<file path="src/rtl/dac_pkg.sv">
// Shared types and helpers for the DAC output formatter: ramp states,
// midscale code and the window-shift clamp.
package dac_pkg;

    typedef enum logic [1:0] {
        IDLE      = 2'd0,
        RAMP_UP   = 2'd1,
        ON        = 2'd2,
        RAMP_DOWN = 2'd3
    } ramp_state_t;

    // Code that puts the DAC at zero output; caller truncates to OUT_WIDTH.
    function automatic logic [31:0] midscale(input int ow, input bit ob);
        if (ob) return 32'd1 << (ow - 1);
        return 32'd0;
    endfunction

    function automatic int clamp_shift(input logic [7:0] sh, input int lo, input int hi);
        int s;
        s = int'(sh);
        if (s < lo) return lo;
        if (s > hi) return hi;
        return s;
    endfunction

endpackage

</file>
<file path="src/rtl/dac_out_ramp_if.sv">
// Sample/control bundle between the TX DSP chain and the DAC formatter.
interface dac_out_ramp_if #(
    parameter int IN_WIDTH  = 27,
    parameter int OUT_WIDTH = 14
);
    logic                        tx;
    logic                        in_valid;
    logic signed [IN_WIDTH-1:0]  data_in;
    logic [7:0]                  shift;
    logic                        sat_clr;
    logic [OUT_WIDTH-1:0]        data_out;
    logic                        out_valid;
    logic                        tx_active;
    logic                        ramp_busy;
    logic                        sat_flag;

    modport master (
        output tx, in_valid, data_in, shift, sat_clr,
        input  data_out, out_valid, tx_active, ramp_busy, sat_flag
    );

    modport slave (
        input  tx, in_valid, data_in, shift, sat_clr,
        output data_out, out_valid, tx_active, ramp_busy, sat_flag
    );
endinterface

</file>
<file path="src/rtl/dac_sat_round.sv">
// Window select with round-half-up and saturation of a wide signed sample
// down to OUT_WIDTH bits; purely combinational.
module dac_sat_round
    import dac_pkg::*;
#(
    parameter int IN_WIDTH  = 27,
    parameter int OUT_WIDTH = 14
) (
    input  logic signed [IN_WIDTH-1:0]  i_data,
    input  logic [7:0]                  i_shift,
    output logic signed [OUT_WIDTH-1:0] o_win,
    output logic                        o_sat
);
    localparam logic signed [OUT_WIDTH-1:0] W_MAX = {1'b0, {(OUT_WIDTH-1){1'b1}}};
    localparam logic signed [OUT_WIDTH-1:0] W_MIN = {1'b1, {(OUT_WIDTH-1){1'b0}}};

    int                          w_s;
    logic [OUT_WIDTH:0]          w_win;
    logic signed [OUT_WIDTH:0]   w_rnd;
    logic                        w_oob;
    logic                        w_ovf;

    always_comb begin
        w_s   = clamp_shift(i_shift, OUT_WIDTH, IN_WIDTH);
        // Appended zero makes bit 0 the round bit, and 0 when s == OUT_WIDTH.
        w_win = (OUT_WIDTH+1)'({i_data, 1'b0} >> (w_s - OUT_WIDTH));
        w_oob = 1'b0;
        for (int i = 0; i < IN_WIDTH; i++) begin
            if (i >= w_s - 1 && i_data[i] != i_data[IN_WIDTH-1]) w_oob = 1'b1;
        end
        w_rnd = {w_win[OUT_WIDTH], w_win[OUT_WIDTH:1]} + {{OUT_WIDTH{1'b0}}, w_win[0]};
        w_ovf = w_rnd[OUT_WIDTH] != w_rnd[OUT_WIDTH-1];
        o_sat = w_oob | w_ovf;
        if (w_oob)      o_win = i_data[IN_WIDTH-1] ? W_MIN : W_MAX;
        else if (w_ovf) o_win = W_MAX;
        else            o_win = w_rnd[OUT_WIDTH-1:0];
    end

endmodule

</file>
<file path="src/rtl/dac_out_ramp.sv">
// DAC output formatter: window/saturate, soft-keying gain ramp and code
// formatting in a 3-stage pipeline; midscale when idle.
module dac_out_ramp
    import dac_pkg::*;
#(
    parameter int IN_WIDTH      = 27,
    parameter int OUT_WIDTH     = 14,
    parameter int RAMP_BITS     = 8,
    parameter int OFFSET_BINARY = 1
) (
    input  logic           clk_in,
    input  logic           reset,
    dac_out_ramp_if.slave  bus
);
    localparam int STAGES = 3;
    localparam int PW     = OUT_WIDTH + RAMP_BITS + 2;
    localparam logic [OUT_WIDTH-1:0] MID    = OUT_WIDTH'(midscale(OUT_WIDTH, OFFSET_BINARY != 0));
    localparam logic [RAMP_BITS:0]   G_FULL = {1'b1, {RAMP_BITS{1'b0}}};
    localparam logic [RAMP_BITS:0]   G_ONE  = {{RAMP_BITS{1'b0}}, 1'b1};

    ramp_state_t                  r_state, w_state_nxt;
    logic [RAMP_BITS:0]           r_gain, w_gain_nxt;
    logic [STAGES:1]              r_vld_pipe;
    logic signed [OUT_WIDTH-1:0]  w_win;
    logic                         w_sat;
    logic signed [OUT_WIDTH-1:0]  r_s1_w;
    logic [RAMP_BITS:0]           r_s1_g;
    logic                         r_s1_idle;
    logic signed [OUT_WIDTH-1:0]  r_s2_p;
    logic                         r_s2_idle;
    logic [OUT_WIDTH-1:0]         r_dout;
    logic [OUT_WIDTH-1:0]         w_fmt;
    logic signed [PW-1:0]         w_mul_a, w_mul_b;
    logic                         r_tx_active, r_ramp_busy, r_sat_flag;

    dac_sat_round #(.IN_WIDTH(IN_WIDTH), .OUT_WIDTH(OUT_WIDTH)) u_sat (
        .i_data  (bus.data_in),
        .i_shift (bus.shift),
        .o_win   (w_win),
        .o_sat   (w_sat)
    );

    // Gain only ever moves by one step, so tx toggling reverses the ramp smoothly.
    always_comb begin
        w_state_nxt = r_state;
        w_gain_nxt  = r_gain;
        if (bus.in_valid) begin
            if (bus.tx) w_gain_nxt = (r_gain == G_FULL) ? G_FULL : r_gain + G_ONE;
            else        w_gain_nxt = (r_gain == '0) ? '0 : r_gain - G_ONE;
            if (w_gain_nxt == '0)          w_state_nxt = IDLE;
            else if (w_gain_nxt == G_FULL) w_state_nxt = ON;
            else                           w_state_nxt = bus.tx ? RAMP_UP : RAMP_DOWN;
        end
    end

    assign w_mul_a = {{(PW-OUT_WIDTH){r_s1_w[OUT_WIDTH-1]}}, r_s1_w};
    assign w_mul_b = {{(PW-RAMP_BITS-1){1'b0}}, r_s1_g};
    assign w_fmt   = (OFFSET_BINARY != 0) ? {~r_s2_p[OUT_WIDTH-1], r_s2_p[OUT_WIDTH-2:0]}
                                          : r_s2_p;

    always_ff @(posedge clk_in) begin
        if (reset) begin
            r_state     <= IDLE;
            r_gain      <= '0;
            r_vld_pipe  <= '0;
            r_s1_w      <= '0;
            r_s1_g      <= '0;
            r_s1_idle   <= 1'b1;
            r_s2_p      <= '0;
            r_s2_idle   <= 1'b1;
            r_dout      <= MID;
            r_tx_active <= 1'b0;
            r_ramp_busy <= 1'b0;
            r_sat_flag  <= 1'b0;
        end else begin
            r_state     <= w_state_nxt;
            r_gain      <= w_gain_nxt;
            r_vld_pipe  <= {r_vld_pipe[STAGES-1:1], bus.in_valid};
            r_tx_active <= (w_state_nxt != IDLE);
            r_ramp_busy <= (w_state_nxt == RAMP_UP) || (w_state_nxt == RAMP_DOWN);
            if (bus.in_valid) begin
                r_s1_w    <= w_win;
                r_s1_g    <= r_gain;
                r_s1_idle <= (r_state == IDLE);
            end
            if (r_vld_pipe[1]) begin
                r_s2_p    <= OUT_WIDTH'((w_mul_a * w_mul_b) >>> RAMP_BITS);
                r_s2_idle <= r_s1_idle;
            end
            if (r_vld_pipe[2]) r_dout <= r_s2_idle ? MID : w_fmt;
            if (bus.in_valid && w_sat && r_state != IDLE) r_sat_flag <= 1'b1;
            else if (bus.sat_clr)                          r_sat_flag <= 1'b0;
        end
    end

    assign bus.data_out  = r_dout;
    assign bus.out_valid = r_vld_pipe[STAGES];
    assign bus.tx_active = r_tx_active;
    assign bus.ramp_busy = r_ramp_busy;
    assign bus.sat_flag  = r_sat_flag;

endmodule

</file>
<file path="src/flat_wrapper.sv">
// flat-port wrapper written by rule: the top's interface ports become plain ports
module dac_out_ramp_flat import dac_pkg::*;
#(
    parameter int IN_WIDTH      = 27,
    parameter int OUT_WIDTH     = 14,
    parameter int RAMP_BITS     = 8,
    parameter int OFFSET_BINARY = 1
)
  (clk_in, reset, bus_tx, bus_in_valid, bus_data_in, bus_shift, bus_sat_clr, bus_data_out, bus_out_valid, bus_tx_active, bus_ramp_busy, bus_sat_flag);
  dac_out_ramp_if #(.IN_WIDTH(IN_WIDTH), .OUT_WIDTH(OUT_WIDTH)) bus_i ();
  input  logic clk_in;
  input  logic reset;
  input wire logic [$bits(bus_i.tx)-1:0] bus_tx;
  input wire logic [$bits(bus_i.in_valid)-1:0] bus_in_valid;
  input wire logic [$bits(bus_i.data_in)-1:0] bus_data_in;
  input wire logic [$bits(bus_i.shift)-1:0] bus_shift;
  input wire logic [$bits(bus_i.sat_clr)-1:0] bus_sat_clr;
  output wire logic [$bits(bus_i.data_out)-1:0] bus_data_out;
  output wire logic [$bits(bus_i.out_valid)-1:0] bus_out_valid;
  output wire logic [$bits(bus_i.tx_active)-1:0] bus_tx_active;
  output wire logic [$bits(bus_i.ramp_busy)-1:0] bus_ramp_busy;
  output wire logic [$bits(bus_i.sat_flag)-1:0] bus_sat_flag;
  assign bus_i.tx = bus_tx;
  assign bus_i.in_valid = bus_in_valid;
  assign bus_i.data_in = bus_data_in;
  assign bus_i.shift = bus_shift;
  assign bus_i.sat_clr = bus_sat_clr;
  assign bus_data_out = bus_i.data_out;
  assign bus_out_valid = bus_i.out_valid;
  assign bus_tx_active = bus_i.tx_active;
  assign bus_ramp_busy = bus_i.ramp_busy;
  assign bus_sat_flag = bus_i.sat_flag;
  dac_out_ramp #(.IN_WIDTH(IN_WIDTH), .OUT_WIDTH(OUT_WIDTH), .RAMP_BITS(RAMP_BITS), .OFFSET_BINARY(OFFSET_BINARY)) u_core (.clk_in(clk_in), .reset(reset), .bus(bus_i));
endmodule
</file>
<file path="config.mk">
export PLATFORM = sky130hd
export DESIGN_NAME = dac_out_ramp_flat
export DESIGN_NICKNAME = d
export VERILOG_FILES = /design/src/rtl/dac_pkg.sv /design/src/rtl/dac_out_ramp_if.sv /design/src/rtl/dac_sat_round.sv /design/src/rtl/dac_out_ramp.sv /design/src/flat_wrapper.sv
export SDC_FILE = /design/constraint.sdc
export NUM_CORES = 1
export LEC_CHECK = 0
export ABC_AREA = 0
export CAP_MARGIN = 20
export CORE_UTILIZATION = 31
export CTS_CLUSTER_SIZE = 28
export DETAILED_ROUTE_END_ITERATION = 10
export PLACE_DENSITY = 0.5
export SLEW_MARGIN = 20
export SYNTH_ARGS = -nofsm -noshare
export SYNTH_HDL_FRONTEND = slang
export SYNTH_SLANG_ARGS = --single-unit
</file>
<file path="constraint.sdc">
create_clock -name clk_in -period 14.9 [get_ports clk_in]
set_input_delay 4.47 -clock clk_in [delete_from_list [all_inputs] [get_ports clk_in]]
set_output_delay 4.47 -clock clk_in [all_outputs]
set_load 0.02 [all_outputs]
</file>
# [Word level (Yosys, flattened, before mapping)]
# Index checks and enable logic that the tools add are counted.
[classes] n_mul=1 n_bitwise=2 n_reduce_logical=35 magnitude_cmp=28 n_shift=1 eq_ne=31 addsub=5 mux=47
[op_table] op="6-bit by 32-bit greater-or-equal comparator with 1-bit output, first input constant" n=10
[op_table] op="5-bit by 32-bit greater-or-equal comparator with 1-bit output, first input constant" n=8
[op_table] op="4-bit by 32-bit greater-or-equal comparator with 1-bit output, first input constant" n=4
[op_table] op="3-bit by 32-bit greater-or-equal comparator with 1-bit output, first input constant" n=2
[op_table] op="32-bit 2-to-1 mux" n=2
[op_table] op="14-bit 2-to-1 mux" n=4
[op_table] op="9-bit 2-to-1 mux" n=4
[op_table] op="1-bit by 32-bit greater-or-equal comparator with 1-bit output, first input constant" n=1
[op_table] op="2-bit by 32-bit greater-or-equal comparator with 1-bit output, first input constant" n=1
[op_table] op="28-bit by 32-bit right shift with 15-bit output" n=1
[op_table] op="32-bit by 2-bit subtractor with 32-bit output, second input constant" n=1
[op_table] op="32-bit by 5-bit subtractor with 32-bit output, second input constant" n=1
[op_table] op="1-bit 2-to-1 mux" n=31
[op_table] op="1-bit logical AND" n=28
[op_table] op="1-bit inequality test" n=27
[op_table] op="14-bit by 10-bit multiplier with 22-bit output" n=1
[op_table] op="9-bit == test, second input constant" n=2
[op_table] op="9-bit logical NOT" n=2
[op_table] op="14-bit by 2-bit adder with 15-bit output" n=1
[op_table] op="9-bit by 1-bit adder with 9-bit output, second input constant" n=1
[op_table] op="9-bit by 1-bit subtractor with 9-bit output, second input constant" n=1
[op_table] op="8-bit by 5-bit > comparator with 1-bit output, second input constant" n=1
[op_table] op="8-bit by 4-bit less-than comparator with 1-bit output, second input constant" n=1
[op_table] op="2-bit 2-to-1 mux" n=4
[op_table] op="other kinds (9)" n=11
[totals] inputBits=40 output_inout_bits=18 regBits=70

# [Depth between registers and ports, before layout]
[depth] word_depth=38 depth_mapped=26

# [Hierarchy]
# From an unflattened synthesis, not the netlist that was laid out.
[unflattened] cells_unflattened=1273 hier_area_um2=10123.5
[modules_own_cells] mod="dac_out_ramp" cells_each=813 area_per_inst_um2=7153.1 instances=1
[modules_own_cells] mod="dac_sat_round" cells_each=460 area_per_inst_um2=2970.3 instances=1

# [Worst setup path before layout]
# OpenSTA, ideal clock, no wires.
[synth_path] path_kind="in2reg" start="input port bus_shift[7]" end="register u_core.r_s1_w[4]" arrival_time_ps=9644 setup_ps=132 setup_slack_ps=5123 t_required_ps=14768 path_stages=21 cell_sequence="or4b_1 > buf_6 > a211o_4 > clkbuf_1 > ha_1 > or3_1 > buf_2 > nand2_2 > mux4_2 > o21ai_0 > ha_1 > o211ai_1 > a211oi_2 > nand3_1 > nor3_1 > xor2_1 > ha_1 > or4_1 > buf_2 > o311ai_0 > a21oi_1"
[synth_via] elab_chain_cells=35 elab_cells_between_ends=94 cone_classes="add/sub: 3; order compare: 28; eq/ne: 1; shift: 1; mux: 35; reduce/logical: 26"
[synth_lines] item="from (decl)" line="flat_wrapper.sv:16" source="input wire logic [$bits(bus_i.shift)-1:0] bus_shift;"
[synth_lines] item="8-bit by 5-bit > comparator with 1-bit output / 8-bit by 4-bit less-than comparator with 1-bit output (equally long branches)" line="dac_pkg.sv:22, dac_pkg.sv:21"
[synth_lines] item="1-bit 2-to-1 mux / 4-bit 2-to-1 mux (equally long branches)" line="dac_pkg.sv:22, dac_pkg.sv:21"
[synth_lines] item="1-bit 2-to-1 mux / 5-bit 2-to-1 mux (equally long branches)" line="dac_pkg.sv:22" source="if (s > hi) return hi;"
[synth_lines] item="32-bit 2-to-1 mux" line="dac_pkg.sv:23" source="return s;"
[synth_lines] item="32-bit 2-to-1 mux *" line="dac_pkg.sv:22"
[synth_lines] item="32-bit by 2-bit subtractor with 32-bit output"
[synth_lines] item="1-bit by 32-bit greater-or-equal comparator with 1-bit output" line="dac_sat_round.sv:29" source="if (i >= w_s - 1 && i_data[i] != i_data[IN_WIDTH-1]) w_oob = 1'b1;"
[synth_lines] item="1-bit logical AND" line="dac_sat_round.sv:29"
[synth_lines] item="1-bit 2-to-1 mux (26 in series)" line="dac_sat_round.sv:29"
[synth_lines] item="14-bit 2-to-1 mux *" line="dac_sat_round.sv:34" source="if (w_oob) o_win = i_data[IN_WIDTH-1] ? W_MIN : W_MAX;"
[synth_lines] item="to (signal assigned)" line="dac_out_ramp.sv:82" source="r_s1_w <= w_win;"
[synth_lines] item="to (decl)" line="dac_out_ramp.sv:26" source="logic signed [OUT_WIDTH-1:0] r_s1_w;"
# Every way passes the cells marked *; elsewhere a longest branch is shown, timed or not. The select of a mux whose other input is x is not followed.
# A chain may end at the register's enable or synchronous reset.

# [Worst setup path after layout]
# Ends and elaborated chain as after synthesis.

==> impl_metrics.csv <==
group,metric,value,unit
status,status,"completed",
yosys,ys_async_sr_fraction,0,%
routing,route.top_layer_used,"met4",
setup_path,rr_startpoint,"u_core.r_s1_g[3]",
timing,hold_viol,0,
hold_path,holdPathEnd,"u_core.bus.data_out[0]",
finish,drive_gt1_share,4.962,%
routing,drt-wirelength-per-cell,16.57,um
setup_path,reg2reg_slack,8.24,ns
place,dp_cells,1549,
finish,num_antenna_cells,0,
finish,area_delta_synth_final,11.39,%
routing,drt.antenna.violating_nets,0,
setup_path,path_class,"in -> reg",
timing,tightest_slew,0.9778,ns
cts,worstSkewPairLatency,0.34,ns
power_and_ir_drop,power.density,58.03,nW/um^2
yosys,synth_area,9691,um^2
timing,drv_slew,0,
die,design.portCount,58,
finish,mostFrequentLayoutCell,"inv_1",
die,start_util,31.60,%
routing,wl_met3,883,um
timing,max_freq,0.08950,GHz
finish,final_net_count,1362,
routing,vias,8233,
timing,grt_setup_unrepaired,"false",
setup_path,start_kind,"input port",
die,die_area,31970,um^2
hold_path,min_path_cells,2,
global_route,grt_usage,17.19,%
cts,ctsRootBufferMaster,"clkbuf_16",
setup_path,cp_slowest_stage_delay,0.71,ns
timing,finalSetupViolCount,0,
timing,fin_tns_setup,0,ns
finish,seqCellArea,1401,um^2
yosys,avgSynthCellArea,8.340,um^2
power_and_ir_drop,p_leak,0.004725,uW
finish,fillers,3212,
die,die_y,178.8,um
place,gp_congestion,0.8708,
finish,multi_input_area,7437,um^2
global_route,grt_max_degree,62,
yosys,ys_seq_area_share,14.46,%
setup_path,rr_endpoint,"u_core.r_s2_p[12]",
routing,vias_per_cell,5.261,
yosys,synth_seq_cells,70,
setup_path,cp.required,15.09,ns
place,dpl.hpwl,19820,um
cts,cts_buffer_depth,2,
yosys,netlist_instances,1162,
power_and_ir_drop,total_power,626.4,uW
cts,cts_max_level,3,
cts,cts-buffers-inserted,9,
cts,tritoncts,"done",
cts,cts_setup_buffers,0,
cts,cts.clk_slew.worst_paths,0.06,ns
routing,drc,0,
hold_path,hp-class,"reg -> reg",
yosys,synth.distinct_cells,91,
place,port_buffers,57,
yosys,synth_top_area_share,20.66,%
setup_path,crit_slowest_cell,"or4_1",
setup_path,endpoint_kind,"register",
die,core_area,30670,um^2
timing,slew_headroom,33.13,%
finish,final_cell_mix,"inv_1 (136), fa_1 (100), nand2_1 (94)",
setup_path,arrival,11.37,ns
cts,ctsResizeCount,0,
timing,fin_crit,11.17,ns
setup_path,crit_top_cell,"ha_1",
routing,drt_iter0_drc,564,
routing,route.met2.wl,11710,um
setup_path,r2r_cells,19,
cts,clock_sinks,70,
global_route,grt_pass1_wl,43590,um
cts,holdBufCountCts,0,
yosys,synth-edff-count,0,
global_route,antenna_found_initial,0,
power_and_ir_drop,ir_drop,42.19,uV
timing,fin_worst_skew,0.01077,ns
global_route,grt_remaining_overflow,0,
yosys,synth_area_leaders,"fa_1 (21%), dfxtp_1 (14%), ha_1 (7.5%)",
timing,setup_slack,3.727,ns
setup_path,path_cells,"clkdlybuf4s50_1 -> nor3_1 -> o21ai_0 -> inv_1 -> ha_1 -> nor3_1 -> ha_1 -> o311a_1 -> nand4_1 -> o22ai_1 -> o21ai_0 -> o21ai_0 -> ha_1 -> o211ai_1 -> a211oi_2 -> nand3_1 -> nor3_1 -> xor2_1 -> ha_1 -> or4_1 -> o311ai_0 -> a21oi_1",
flow_run,max_cap_violations,0,
place,post-place-ws,3.464,ns
routing,drt_wl_total,25940,um
setup_path,cp_max_fo,11,
yosys,yosysWarnings,0,
die,row_count,64,
hold_path,hold_start,"u_core.bus.data_out[0]",
routing,drt_pass1_iterations,5,
die,die_w,178.8,um
finish,layoutNonFillerInstCount,1565,
routing,wl_met1,12980,um
global_route,first_global_vias,8259,
yosys,ys.flop_type,"dfxtp_1",
finish,final_util,35.20,%
yosys,synth_top_area_cell,"fa_1",
timing,final.period_utilization,74.98,%
## registers in the layout (all words and copies together) (netlist names)
signal	flops
u_core.bus.sat_flag	1
u_core.bus.data_out	14
u_core.bus.ramp_busy	1
u_core.r_s1_w	14
u_core.r_state	2
u_core.bus.tx_active	1
u_core.r_s1_idle	1
u_core.r_s2_idle	1
u_core.r_gain	9
u_core.r_vld_pipe	3
u_core.r_s2_p	14
u_core.r_s1_g	9
## layout make-up
type | count | area share, %
Tap cell | 396 | 4.590
Timing Repair Buffer | 64 | 5.726
Inverter | 139 | 4.880
Sequential cell | 70 | 12.98
Clock inverter | 6 | 0.7998
Multi-Input combinational cell | 880 | 68.90
Clock buffer | 10 | 2.121
## metrics by stage
stage | instance area, um^2 | hold WS [ns]
floorplan | 9694 | 0.4397
global placement | 10480 | 0.4592
detailed placement | 10480 | 0.4607
CTS | 10790 | 0.4711
global route | 10790 | 0.4933
finish | 10790 | 0.4675
## synth_stat cells (all sizes together), types with 16 or more instances
master	instances
a21oi	54
and2	86
buf	23
clkbuf	51
dfxtp	70
fa	100
ha	58
inv	137
mux2i	42
nand2	95
nand2b	18
nand3	16
nor2	71
nor3	35
o211ai	16
o21ai	34
o22ai	31
xnor2	17
## critical path: cells and delay by family
kind,cells,cell delay (ns)
AO/OA/AOI/OAI,9,2.58
AND/OR/NAND/NOR,6,2.44
adder cells (fa/ha/maj),4,1.13
buffers and inverters,2,0.56
XOR/XNOR,1,0.17
## cell families (layout without fill, tap and decap cells)
family | count (synthesis) | count (layout) | share of synthesized area, %
other | 2 | 3 | 0.07750
AND/OR/NAND/NOR | 393 | 393 | 21.43
multiplexers | 46 | 46 | 5.152
flip-flops | 70 | 70 | 14.46
XOR/XNOR | 32 | 32 | 2.892
adder cells (fa/ha/maj) | 158 | 158 | 28.15
AO/OA/AOI/OAI | 248 | 248 | 19.01
buffers and inverters | 213 | 219 | 8.831
## worst max-delay path by stage
| stage | startpoint | to | slack [ns] | cells after the start |
|---|---|---|---|---|
| CTS | bus_shift[7] | u_core.r_s1_w[4] | 3.81 | 22 |
| detailed placement | bus_shift[7] | u_core.r_s1_w[4] | 3.46 | 22 |
| global placement | bus_shift[4] | u_core.r_s1_w[4] | 3.74 | 21 |
| finish | bus_shift[7] | u_core.r_s1_w[4] | 3.73 | 22 |
| global route | bus_shift[7] | u_core.r_s1_w[4] | 3.06 | 22 |
| floorplan | bus_shift[7] | u_core.r_s1_w[4] | 5.12 | 21 |
## per-layer routing
layer / vias to the layer above / global-route usage [%]
met3: 24 / 2.248
met1: 4021 / 24.47
li1: 4013 / -
met5: - / 0
met4: 0 / 3.884
met2: 175 / 27.41
## where the power goes
group	internal, uW	switching, uW	total, uW
combinational	68.8	102	171
clock	146	87.1	233
sequential	197	25.0	222
total	412	214	626
Note: power is estimated with default switching activity, not from simulation.
